==> src/rtl/oryx_if_pkg.sv <==
// Shared types and constants for the instruction fetch unit.
// Holds the fetch FSM state type, the PC step and the reset instruction.
package oryx_if_pkg;

  typedef enum logic {
    S_RUN   = 1'b0,
    S_FLUSH = 1'b1
  } fetch_state_t;

  localparam int unsigned PC_STEP = 4;
  localparam int unsigned INSTR_W = 32;
  localparam logic [INSTR_W-1:0] NOP_INSTR = '0;

endpackage

==> src/rtl/if_fifo.sv <==
// Synchronous instruction buffer: registered storage, head always visible.
// Ports: push/wdata in, pop in, flush in (beats push), rdata/count/full/empty out.
module if_fifo #(
  parameter int DATA_W = 64,
  parameter int DEPTH  = 2
) (
  input  logic                    clk,
  input  logic                    rst,
  input  logic                    push,
  input  logic [DATA_W-1:0]       wdata,
  input  logic                    pop,
  input  logic                    flush,
  output logic [DATA_W-1:0]       rdata,
  output logic [$clog2(DEPTH):0]  count,
  output logic                    full,
  output logic                    empty
);

  localparam int AW = $clog2(DEPTH);

  logic [DATA_W-1:0] mem_q [DEPTH];
  logic [AW-1:0]     wptr_q;
  logic [AW-1:0]     rptr_q;
  logic [AW:0]       cnt_q;
  logic              do_push;
  logic              do_pop;

  assign full    = cnt_q == (AW+1)'(DEPTH);
  assign empty   = cnt_q == '0;
  assign count   = cnt_q;
  assign rdata   = mem_q[rptr_q];
  assign do_pop  = pop & ~empty;
  // A full buffer still accepts a word when the head leaves.
  assign do_push = push & (~full | do_pop);

  always_ff @(posedge clk) begin
    if (rst || flush) begin
      wptr_q <= '0;
      rptr_q <= '0;
      cnt_q  <= '0;
    end else begin
      if (do_push) wptr_q <= wptr_q + AW'(1);
      if (do_pop)  rptr_q <= rptr_q + AW'(1);
      cnt_q <= cnt_q + (AW+1)'(do_push)
                     - (AW+1)'(do_pop);
    end
  end

  always_ff @(posedge clk) begin
    if (rst) begin
      for (int i = 0; i < DEPTH; i++) begin
        mem_q[i] <= '0;
      end
    end else if (do_push && !flush) begin
      mem_q[wptr_q] <= wdata;
    end
  end

endmodule

==> src/rtl/instr_fetch_unit.sv <==
// Fetch stage: PC, credit-limited imem requests, redirect flush, IR buffer.
// Ports: imem req/addr/gnt/rvalid/rdata, redirect in, ir/ir_pc/ir_valid/ir_ready;
// perf_fetch_cnt/perf_stall_cnt exist only when IF_PERF_CNT_EN is defined.
module instr_fetch_unit
  import oryx_if_pkg::*;
#(
  parameter int              PC_W       = 32,
  parameter logic [PC_W-1:0] RESET_PC   = '0,
  parameter int              FIFO_DEPTH = 2
) (
  input  logic               clk,
  input  logic               rst,
  output logic               imem_req,
  output logic [PC_W-1:0]    imem_addr,
  input  logic               imem_gnt,
  input  logic               imem_rvalid,
  input  logic [INSTR_W-1:0] imem_rdata,
  input  logic               redirect_valid,
  input  logic [PC_W-1:0]    redirect_pc,
  output logic               ir_valid,
  output logic [INSTR_W-1:0] ir,
  output logic [PC_W-1:0]    ir_pc,
  input  logic               ir_ready
`ifdef IF_PERF_CNT_EN
  ,
  output logic [31:0]        perf_fetch_cnt,
  output logic [31:0]        perf_stall_cnt
`endif
);

  localparam int CW = $clog2(FIFO_DEPTH) + 1;
  localparam logic [PC_W-1:0] STEP = PC_W'(PC_STEP);
  localparam logic [CW:0] DEPTH_W = (CW+1)'(FIFO_DEPTH);

  fetch_state_t state_q, state_d;
  logic [PC_W-1:0] pc_q, pc_d;
  logic [PC_W-1:0] rpc_q, rpc_d;
  logic [CW-1:0]   out_q, out_d;
  logic [CW-1:0]   disc_q, disc_d;

  logic [PC_W+INSTR_W-1:0] fdata;
  logic [CW-1:0]   fcount;
  logic            ffull;
  logic            fempty;
  logic [CW:0]     inflight;
  logic [PC_W-1:0] redir_pc;
  logic            issue;
  logic            resp;
  logic            drop;
  logic            push;
  logic            pop;

  // Every request in flight owns a buffer slot, so the FIFO never overflows.
  assign inflight  = {1'b0, fcount} + {1'b0, out_q};
  assign imem_req  = ~rst & (state_q == S_RUN)
                   & (inflight < DEPTH_W);
  assign imem_addr = pc_q;
  assign issue     = imem_req & imem_gnt;
  assign resp      = imem_rvalid & (out_q != '0);
  assign drop      = resp & (disc_q != '0);
  assign push      = resp & ~drop;
  assign pop       = ir_valid & ir_ready;
  assign redir_pc  = redirect_pc & ~PC_W'(3);

  assign ir_valid = ~fempty;
  assign ir       = fdata[PC_W +: INSTR_W];
  assign ir_pc    = fdata[PC_W-1:0];

  always_comb begin
    out_d = out_q;
    if (issue && !resp) out_d = out_q + CW'(1);
    else if (!issue && resp) out_d = out_q - CW'(1);
  end

  // rpc tracks the address of the next response that will be kept.
  always_comb begin
    pc_d    = pc_q;
    rpc_d   = rpc_q;
    disc_d  = disc_q;
    state_d = state_q;
    if (redirect_valid) begin
      pc_d    = redir_pc;
      rpc_d   = redir_pc;
      disc_d  = out_d;
      state_d = (out_d != '0) ? S_FLUSH : S_RUN;
    end else begin
      if (issue) pc_d = pc_q + STEP;
      if (push)  rpc_d = rpc_q + STEP;
      if (drop)  disc_d = disc_q - CW'(1);
      if (state_q == S_FLUSH && disc_d == '0)
        state_d = S_RUN;
    end
  end

  always_ff @(posedge clk) begin
    if (rst) begin
      state_q <= S_RUN;
      pc_q    <= RESET_PC;
      rpc_q   <= RESET_PC;
      out_q   <= '0;
      disc_q  <= '0;
    end else begin
      state_q <= state_d;
      pc_q    <= pc_d;
      rpc_q   <= rpc_d;
      out_q   <= out_d;
      disc_q  <= disc_d;
    end
  end

  if_fifo #(
    .DATA_W (PC_W + INSTR_W),
    .DEPTH  (FIFO_DEPTH)
  ) u_fifo (
    .clk   (clk),
    .rst   (rst),
    .push  (push),
    .wdata ({imem_rdata, rpc_q}),
    .pop   (pop),
    .flush (redirect_valid),
    .rdata (fdata),
    .count (fcount),
    .full  (ffull),
    .empty (fempty)
  );

`ifdef IF_PERF_CNT_EN
  logic [31:0] perf_fetch_q;
  logic [31:0] perf_stall_q;

  always_ff @(posedge clk) begin
    if (rst) begin
      perf_fetch_q <= '0;
      perf_stall_q <= '0;
    end else begin
      if (pop) perf_fetch_q <= perf_fetch_q + 32'd1;
      if (ir_ready && !ir_valid)
        perf_stall_q <= perf_stall_q + 32'd1;
    end
  end

  assign perf_fetch_cnt = perf_fetch_q;
  assign perf_stall_cnt = perf_stall_q;
`endif

  a_rvalid_owed: assert property (
    @(posedge clk) disable iff (rst)
    !(imem_rvalid && (out_q == '0)));

  a_no_overflow: assert property (
    @(posedge clk) disable iff (rst)
    !(push && ffull && !pop && !redirect_valid));

endmodule
==> config.mk <==
export PLATFORM = sky130hd
export DESIGN_NAME = instr_fetch_unit
export DESIGN_NICKNAME = d
export VERILOG_FILES = /design/src/rtl/oryx_if_pkg.sv /design/src/rtl/if_fifo.sv /design/src/rtl/instr_fetch_unit.sv
export SDC_FILE = /design/constraint.sdc
export NUM_CORES = 1
export LEC_CHECK = 0
export CAP_MARGIN = 20
export CELL_PAD_IN_SITES_DETAIL_PLACEMENT = 1
export CELL_PAD_IN_SITES_GLOBAL_PLACEMENT = 2
export CORE_MARGIN = 2
export CORE_UTILIZATION = 35
export DETAILED_ROUTE_END_ITERATION = 7
export PLACE_DENSITY = 0.83
export SYNTH_ARGS = -nofsm -noshare
export SYNTH_HDL_FRONTEND = slang
export SYNTH_HIERARCHICAL = 1
export SYNTH_SLANG_ARGS = --single-unit
==> constraint.sdc <==
create_clock -name clk -period 3.7 [get_ports clk]
set_input_delay 0.555 -clock clk [delete_from_list [all_inputs] [get_ports clk]]
set_output_delay 0.555 -clock clk [all_outputs]
set_load 0.05 [all_outputs]
# Yosys cells after proc, flatten, opt, wreduce, memory -nomap -nowiden
# Memory sizes are Yosys's and may differ from the RTL's. A register that Yosys moved wholly into a read port is not among the register bits.
# Cells that the tools add are included.
# W data, S select, Z words.
[op_classes] n_addsub=10 n_shift=0 div=0 multipliers=0 bitwise_logic=15 eq_ne=1 n_reduce_logical=18 n_mux=22 order_cmp=1
[ops] op="$mux W32" count=4
[ops] op="$add A32 B3 Y32 const B" count=2
[ops] op="$mux W64" count=1
[ops] op="$reduce_or A64 Y1" count=1
[ops] op="$mux W1" count=12
[ops] op="$reduce_bool A2 Y1" count=6
[ops] op="$mux W2" count=5
[ops] op="$and A1 B1 Y1" count=9
[ops] op="$not A1 Y1" count=5
[ops] op="$logic_and A1 B1 Y1" count=4
[ops] op="$logic_not A2 Y1" count=2
[ops] op="$sub A2 B1 Y2 const B" count=2
[ops] op="$add A2 B2 Y3" count=1
[ops] op="$logic_not A1 Y1" count=3
[ops] op="$lt A3 B2 Y1 const B" count=1
[ops] op="$add A1 B1 Y1 const B" count=2
[ops] op="$add A2 B1 Y2" count=1
[ops] op="$add A2 B1 Y2 const B" count=1
[ops] op="$eq A2 B2 Y1 const B" count=1
[ops] op="$reduce_or A2 Y1" count=1
[ops] op="$sub A2 B1 Y2" count=1
[ops] op="$logic_or A1 B1 Y1" count=1
[ops] op="$or A1 B1 Y1" count=1
[word_totals] elab_cells=78 romBits=0 out_inout_bits=98 input_bits=70 register_bits=73 mem_bits_rw=128 latchBits=0 n_memories=1
[mem_list] memory="u_fifo.mem_q" words=2 width=64 rd=1 rd_ports_with_merged_regs=1 wr=2 line="if_fifo.sv:21" source="logic [DATA_W-1:0] mem_q [DEPTH];"

# Depth between registers and ports, before layout
# Gate-level depths: netlist (run 1).
[depth] word_depth=12 ltp_mapped=11 depth_no_buf=11

# Cells and area by module
# The synthesis (run 1) kept the hierarchy.
[by_module_without_submodules] mod="if_fifo" seq_area_each_um2=3943.8 cells_per_inst=372 n_inst=1 area_each_um2=5863.1
[by_module_without_submodules] mod="instr_fetch_unit" seq_area_each_um2=1301.2 cells_per_inst=424 n_inst=1 area_each_um2=3570.9

# Least setup slack after synthesis (run 1)
# Ideal clock, no wire load.
[synth_path] path_kind="register -> register" start="register u_fifo.cnt_q[0], in the netlist u_fifo/count[0]" end="register pc_q[30], in the netlist imem_addr[30]" arrival_time_ns=3.158 setup_time_ns=0.079 path_stages_with_launch=9 path_buffers=1 t_required_ns=3.621 slack_ns=0.463 period_less_slack_ns=3.237 path_cell_list="dfxtp_1 -> and2_1 -> fa_1 -> nor4_4 -> nand4_4 -> or4_1 -> buf_2 -> or4_1 -> o211ai_1"
[synth_between] elab_chain_cells=5
[synth_lines] element="start: declaration" line="if_fifo.sv:24" source="logic [AW:0] cnt_q;"
[synth_lines] element="start signal: assignment" line="if_fifo.sv:44" source="cnt_q <= cnt_q + (AW+1)'(do_push)"
[synth_lines] element="$add A2 B2 Y3" line="instr_fetch_unit.sv:54" source="assign inflight = {1'b0, fcount} + {1'b0, out_q};"
[synth_lines] element="$lt A3 B2 Y1" line="instr_fetch_unit.sv:56" source="& (inflight < DEPTH_W);"
[synth_lines] element="$and A1 B1 Y1" line="instr_fetch_unit.sv:56"
[synth_lines] element="via imem_req" line="instr_fetch_unit.sv:13" source="output logic imem_req,"
[synth_lines] element="$and A1 B1 Y1" line="instr_fetch_unit.sv:58" source="assign issue = imem_req & imem_gnt;"
[synth_lines] element="$reduce_bool A2 Y1 (no line)"
[synth_lines] element="end signal: assignment" line="instr_fetch_unit.sv:104" source="pc_q <= pc_d;"
[synth_lines] element="end: declaration" line="instr_fetch_unit.sv:36" source="logic [PC_W-1:0] pc_q, pc_d;"
# The timed path passes the listed nets, and every way through them passes these cells.
# A chain may end at the register's enable or synchronous reset.

# Final worst setup path (run 1)
[layout_path] start="register u_fifo.cnt_q[0], in the netlist u_fifo/count[0]" end="register pc_q[30], in the netlist imem_addr[30]"
[layout_between] elab_chain_cells=5
[layout_lines] element="$add A2 B2 Y3" line="instr_fetch_unit.sv:54"
[layout_lines] element="$lt A3 B2 Y1" line="instr_fetch_unit.sv:56"
[layout_lines] element="$and A1 B1 Y1" line="instr_fetch_unit.sv:56"
[layout_lines] element="$and A1 B1 Y1" line="instr_fetch_unit.sv:58"
[layout_lines] element="$reduce_bool A2 Y1 (no line)"
# Every way passes these cells.

==> metrics.md, run 1 <==
| Metric | Value |
|---|---|
| I/O Pins | 168 |
| DP HPWL | 15,500 um |
| Vias per std cell | just under 5 |
| Post-DRT Antenna Nets | 0 |
| Non-filler cells in the finished layout | 1,306 |
| Post-synthesis cell count | 795 |
| All-Layer GR Usage | 0.165 |
| Largest net degree at the start of global routing | 66 |
| Nets | 1,029 |
| Resized Gates After CTS | 0 |
| Setup-failing EPs final | 0 |
| Final period util | 0.776 |
| CTS root buf | clkbuf_16 |
| Mapped Avg Cell Area | 11.9 um^2 |
| TritonCTS Buffers | 17 |
| Pleak | between 4 and 5 nW |
| Peak VDD IR | 0.000337 V |
| Initial Utilization | 0.353 |
| Final Worst Setup Slack | 0.829 ns |
| Final hold vios | 0 |
| Overall Power | 5.61 mW |
| Total of max-cap violations | 0 |
| Minimum clock period | between 2 and 3 ns |
| # Post-CTS Setup Buffers | 0 |
| RSZ-0062 raised after global routing | no |
| Core Util, Final | 0.449 |
| Post-route cell area | 12,000 um^2 |
| Max Clock Skew | 0.0132 ns |
| RR Startpoint | u_fifo/count[0]$_SDFF_PP0_ |
| FILL cells | 2,820 |
| Startpoint types | flop |
| PortBufs | 163 |
| Worst-Skew Late Latency | ~0.43 ns |
| Clock transition at path regs | 0.07 ns |
| CP max FO | 7 |
| Kind of end point of the critical path | flop |
| CP Class | flop to flop |
| Clk buf depth | 2 |
| Height of the chip | 168 um |
| CP arrival | between 3 and 4 ns |
| Share of layout cells above drive strength 1 | 0.149 |
| H-tree levels | 4 |
| Required time worst endpoint | between 4 and 5 ns |
| # hold bufs at CTS | 0 |
| First-pass GRT wire length | between 30,000 and 40,000 um |
| Status | completed |
| DR pass1 iterations | 6 |
| Antenna diodes | 0 |
| Area delta synth->final | 27.3% |
| Vias | between 6,000 and 7,000 |
| Sink Count | 198 |
| Drt initial violations | 222 |
| Die ar. | 28,300 um^2 |
| Hold path depth | 2 |
| Worst hold-check path type | flop to flop |
| Cell Pwr Density | 467 nW/um^2 |
| # DRC | 0 |
| Detailed-route wire length | roughly 23,000 um |
| WHS Endpoint | rpc_q[3]$_SDFFE_PP0P_ |
| Setup Total Neg Slack | 0 ns |
| Placed Area | 11,400 um^2 |
| Slew margin rel. | 0.589 |
| Crit. Startpoint | u_fifo/count[0]$_SDFF_PP0_ |
| Total global routing overflow | 0 |
| Placed Cells | between 1,000 and 1,500 |
| Slew at the pin closest to its max-slew limit | 0.612 ns |
| Vias in the first global route | between 6,000 and 7,000 |
| WHS | 0.543 ns |
| Commonest non-fill, non-tap cell in the layout | clkdlybuf4s50_1 |
| R2r setup slk | 0.83 ns |
| Core Area | around 27,000 um^2 |
| Synth Cell Area | 9430 um^2 |
| Place WS | 0.656 ns |
| RD Place Congestion | 0.762 |
| FP Rows | 60 |
| Routed len/inst | 17.3 um |
| Top achievable clock speed | 0.348 GHz |
| TritonCTS clock tree | yes |
| Hold_sp | rpc_q[3]$_SDFFE_PP0P_ |
| Most frequent cells in the layout | clkdlybuf4s50_1, edfxtp_1, and2_1, dfxtp_1, mux2_2 |
| Reg2reg end | imem_addr[30]$_SDFFE_PP0P_ |
| Initial antenna violation count | 0 |
| R2R cell count | 7 |
| Max Slew Vio Count | 0 |
| Die W | about 170 um |
| Synthesis Warnings | 6 |
==> sequential cells by signal (all words and copies together), names as in the netlist, named ones only <==
signal / cells
imem_addr: 30
disc_q: 2
u_fifo/count: 2
u_fifo/rptr_q: 1
out_q: 2
state_q: 1
u_fifo/mem_q: 128
u_fifo/wptr_q: 1
rpc_q: 30
==> critical path: stages (launching register included) <==
cell,delay [ns]
dfxtp_1,0.45
and2_1,0.18
fa_1,0.46
nor4_4,0.34
nand4_4,0.15
or4_1,0.66
or4_1,0.45
o211ai_1,0.09
==> where the power goes <==
part	leakage, nW	switching [mW]	internal, mW
Sequential	1.90	0.105	2.51
Clock	0.286	0.846	1.07
Combinational	2.14	0.651	0.428
==> layer usage <==
| metal | GRT usage | part of all wire |
|---|---|---|
| met2 | 0.275 | 0.47 |
| met4 | 0.0435 | 0.012 |
| met3 | 0.0310 | 0.040 |
| met1 | 0.222 | 0.47 |
| met5 | 0 | 0 |
==> worst max path at each step <==
stage,end,cells past startpoint
floorplan,imem_addr[30]$_SDFFE_PP0P_,8
finish,imem_addr[30]$_SDFFE_PP0P_,7
detailed placement,imem_addr[30]$_SDFFE_PP0P_,6
CTS,imem_addr[30]$_SDFFE_PP0P_,7
global placement,imem_addr[30]$_SDFFE_PP0P_,6
global route,imem_addr[30]$_SDFFE_PP0P_,7
==> layout make-up <==
class                           count  area [um^2]  area share
Tap cell                          341          427      0.0356
Sequential cell                   198         5250       0.437
Clock inverter                     14          171      0.0143
Clock buffer                       17          425      0.0354
Multi-Input combinational cell    519         3790       0.316
Inverter                           38          143      0.0119
Timing Repair Buffer              179         1800       0.150
Note: power is estimated with default switching activity, not from simulation.
==> run 2, diff against run 1 <==
==> constraint.sdc (replaced) <==
create_clock -name clk -period 2.8 [get_ports clk]
set_input_delay 0.42 -clock clk [delete_from_list [all_inputs] [get_ports clk]]
set_output_delay 0.42 -clock clk [all_outputs]
set_load 0.05 [all_outputs]
==> run 2 against run 1 <==
Effect of this change: final area grew 1.2%; via count rose by 0.70%; critical path type is now flop to output pin; wire length rose by 2.2%; non-clock buffer count increased by 13; sequential power is 33% higher; register-to-register slack got worse by 0.67 ns; critical path depth fell by 4; total power increased by 32%; count of clock-buffer cells in the layout unchanged; die area stayed put; clock power up 28%.
==> metrics.md, run 2 (synthesized netlist as in run 1, its figures left out) <==
| Metric | Value |
|---|---|
| Status | completed |
| Total of max-cap violations | 0 (unchanged) |
| Final period util | 0.967 |
| CP Class | flop to output pin |
| Clk buf depth | 2 (unchanged) |
| Critical path cell sequence | buf_12 > mux2_2 > clkdlybuf4s50_1 |
| Place WS | 0.0753 ns (-0.581 ns) |
| Vias in the first global route | 6,623 (-1.4%) |
| Most frequent cells in the layout | clkdlybuf4s50_1, edfxtp_1, and2_1, dfxtp_1, mux2_2 |
| Initial antenna violation count | 0 (unchanged) |
| Total global routing overflow | 0 (unchanged) |
| Max FFs per register | 128 (unchanged) |
| Switching part of the total | 0.298 (+0.0120) |
| Kind of end point of the critical path | output pin |
| Final Worst Setup Slack | 0.0938 ns (-0.735 ns) |
| Post-DRT Antenna Nets | 0 (unchanged) |
| Worst-Skew Late Latency | 0.43 ns (about the same) |
| Slowest CP cell | clkdlybuf4s50_1 |
| Top reg by flops | u_fifo/mem_q |
| Sink Count | 198 (unchanged) |
| Setup Total Neg Slack | 0 ns (unchanged) |
| Slew margin rel. | 0.588 (-0.00123) |
| First-pass GRT wire length | 36,100 um (-1.4%) |
| Vias per std cell | 4.90 (-0.37%) |
| FP Rows | 60 (unchanged) |
| Core Area | 26,700 um^2 (unchanged) |
| Hold_sp | rpc_q[3]$_SDFFE_PP0P_ |
| All-Layer GR Usage | 0.164 (-0.00117) |
| DR pass1 iterations | 5 (-1) |
| PortBufs | 163 (unchanged) |
| Initial Utilization | 0.353 (unchanged) |
| # Post-CTS Setup Buffers | 0 (unchanged) |
| Detailed-route wire length | 23,100 um (+2.2%) |
| Nets | 1,042 (+1.3%) |
| DP HPWL | 16,100 um (+3.9%) |
| # hold bufs at CTS | 0 (unchanged) |
| Area delta synth->final | 28.9% |
| TritonCTS Buffers | 17 (unchanged) |
| Final hold vios | 0 (unchanged) |
| Register share of total power | 0.468 (+0.002) |
| R2R cell count | 7 (unchanged) |
| Setup-failing EPs final | 0 (unchanged) |
| Minimum clock period | around 2.7 ns |
| Max Slew Vio Count | 0 (unchanged) |
| TritonCTS clock tree | yes |
| CP arrival | 2.29 ns (-0.94 ns) |
| Commonest non-fill, non-tap cell in the layout | clkdlybuf4s50_1 |
| H-tree levels | 4 (unchanged) |
| Startpoint types | flop |
| Drt initial violations | 361 (+63%) |
| Antenna diodes | 0 (unchanged) |
| Clock transition at path regs | 0.07 ns (about the same) |
| Worst Path Buf+Inv | 2 (+2) |
| RSZ-0062 raised after global routing | no |
| RR Startpoint | u_fifo/count[0]$_SDFF_PP0_ |
| Required time worst endpoint | 2.38 ns (-1.67 ns) |
| Clock share of power | 0.332 (-0.009) |
| Routed len/inst | 17.5 um (+1.2%) |
| Top achievable clock speed | 0.370 GHz |
| Combinational power share | 0.200 (+0.008) |
| I/O Pins | 168 (unchanged) |
| R2r setup slk | 0.16 ns (-0.67 ns) |
| Core Util, Final | 0.455 (+0.00548) |
| Top delay family on crit path | buffers and inverters |
| Peak VDD IR | 0.000418 V (+24%) |
| CTS root buf | clkbuf_16 |
| Cell internal pwr | 5.18 mW (+29%) |
| P_sw | 2.20 mW (+37%) |
| Largest net degree at the start of global routing | 65 (-1.5%) |
| # DRC | 0 (unchanged) |
| Max Clock Skew | 0.0108 ns (-0.00235 ns) |
| Die ar. | 28,300 um^2 (unchanged) |
| WHS Endpoint | rpc_q[3]$_SDFFE_PP0P_ |
| Worst hold-check path type | flop to flop |
| Cell Pwr Density | 608 nW/um^2 (+30%) |
| Hold path depth | 2 (unchanged) |
| Share of layout cells above drive strength 1 | 0.170 (+0.0203) |
| CP max FO | 64 (+57) |
| Pleak | 4.42 nW (+2.1%) |
| Vias | 6,474 (+0.70%) |
| Slew at the pin closest to its max-slew limit | 0.616 ns (+0.00462 ns) |
| Reg2reg end | imem_addr[30]$_SDFFE_PP0P_ |
| Longest individual stage delay on the worst path | 0.77 ns (+0.11 ns) |
| Height of the chip | 168 um (unchanged) |
| Die W | 168 um (unchanged) |
| RD Place Congestion | 0.792 (+3.9%) |
## run 2: per-layer routing
| layer | track usage | vias up | wire (um) |
|---|---|---|---|
| li1 | - | 3137 | - |
| met1 | 0.223 | 3171 | 11000 |
| met2 | 0.269 | 150 | 10900 |
| met3 | 0.0306 | 16 | 935 |
| met4 | 0.0450 | 0 | 257 |
| met5 | 0 | - | 0 |
## run 2: cell type report
type / instances / area (um^2)
fill: 2874 / 14600
sequential: 198 / 5250
multi-input combinational: 519 / 3800
timing repair buffer: 192 / 1950
tap: 341 / 427
clock buffer: 17 / 425
clock inverter: 15 / 163
inverter: 38 / 143
## run 2: how the worst max path moves through the flow
stage / slack, ns / to / from / cells after the start
5_1_grt: 0.03 / ir_pc[13] / flop / 3
6_report: 0.09 / ir_pc[13] / flop / 3
2_1_floorplan: -0.31 / imem_addr[30]$_SDFFE_PP0P_ / u_fifo/count[0]$_SDFF_PP0_ / 8
3_5_place_dp: 0.08 / imem_addr[30]$_SDFFE_PP0P_ / u_fifo/count[0]$_SDFF_PP0_ / 7
4_1_cts: 0.05 / imem_addr[30]$_SDFFE_PP0P_ / u_fifo/count[0]$_SDFF_PP0_ / 7
3_3_place_gp: 0.10 / imem_addr[30]$_SDFFE_PP0P_ / u_fifo/count[0]$_SDFF_PP0_ / 7
## run 2: what timing repair did
item | in CTS | in global routing
endpoints found under the hold margin | 0 | 0
endpoints found under the setup margin | 0 | 1
gates resized for setup | 0 | 1
## run 2: worst min-delay path, cell delays in order, from the launching register on
cell	delay (ns)
dfxtp_1	0.35
nand2_1	0.07
a31oi_1	0.07
## run 2: per-stage QoR
| step | hold WS [ns] | power, mW | cells | area (um^2) |
|---|---|---|---|---|
| after global placement | 0.519 | 4.97 | 1288 | 11600 |
| final | 0.538 | 7.38 | 1320 | 12100 |
| after detailed placement | 0.530 | 5.01 | 1288 | 11600 |
| after global routing | 0.590 | 7.69 | 1320 | 12100 |
| after floorplan | 0.482 | 4.42 | 800 | 9460 |
| after CTS | 0.540 | 7.47 | 1320 | 12100 |
## run 2: power groups by stage
stage	Combinational [mW]	Sequential [mW]	Clock, mW
finish	1.47	3.46	2.45
global placement	1.46	3.51	0
floorplan	0.828	3.59	0
global route	1.58	3.49	2.63
detailed placement	1.48	3.52	0
CTS	1.49	3.46	2.52
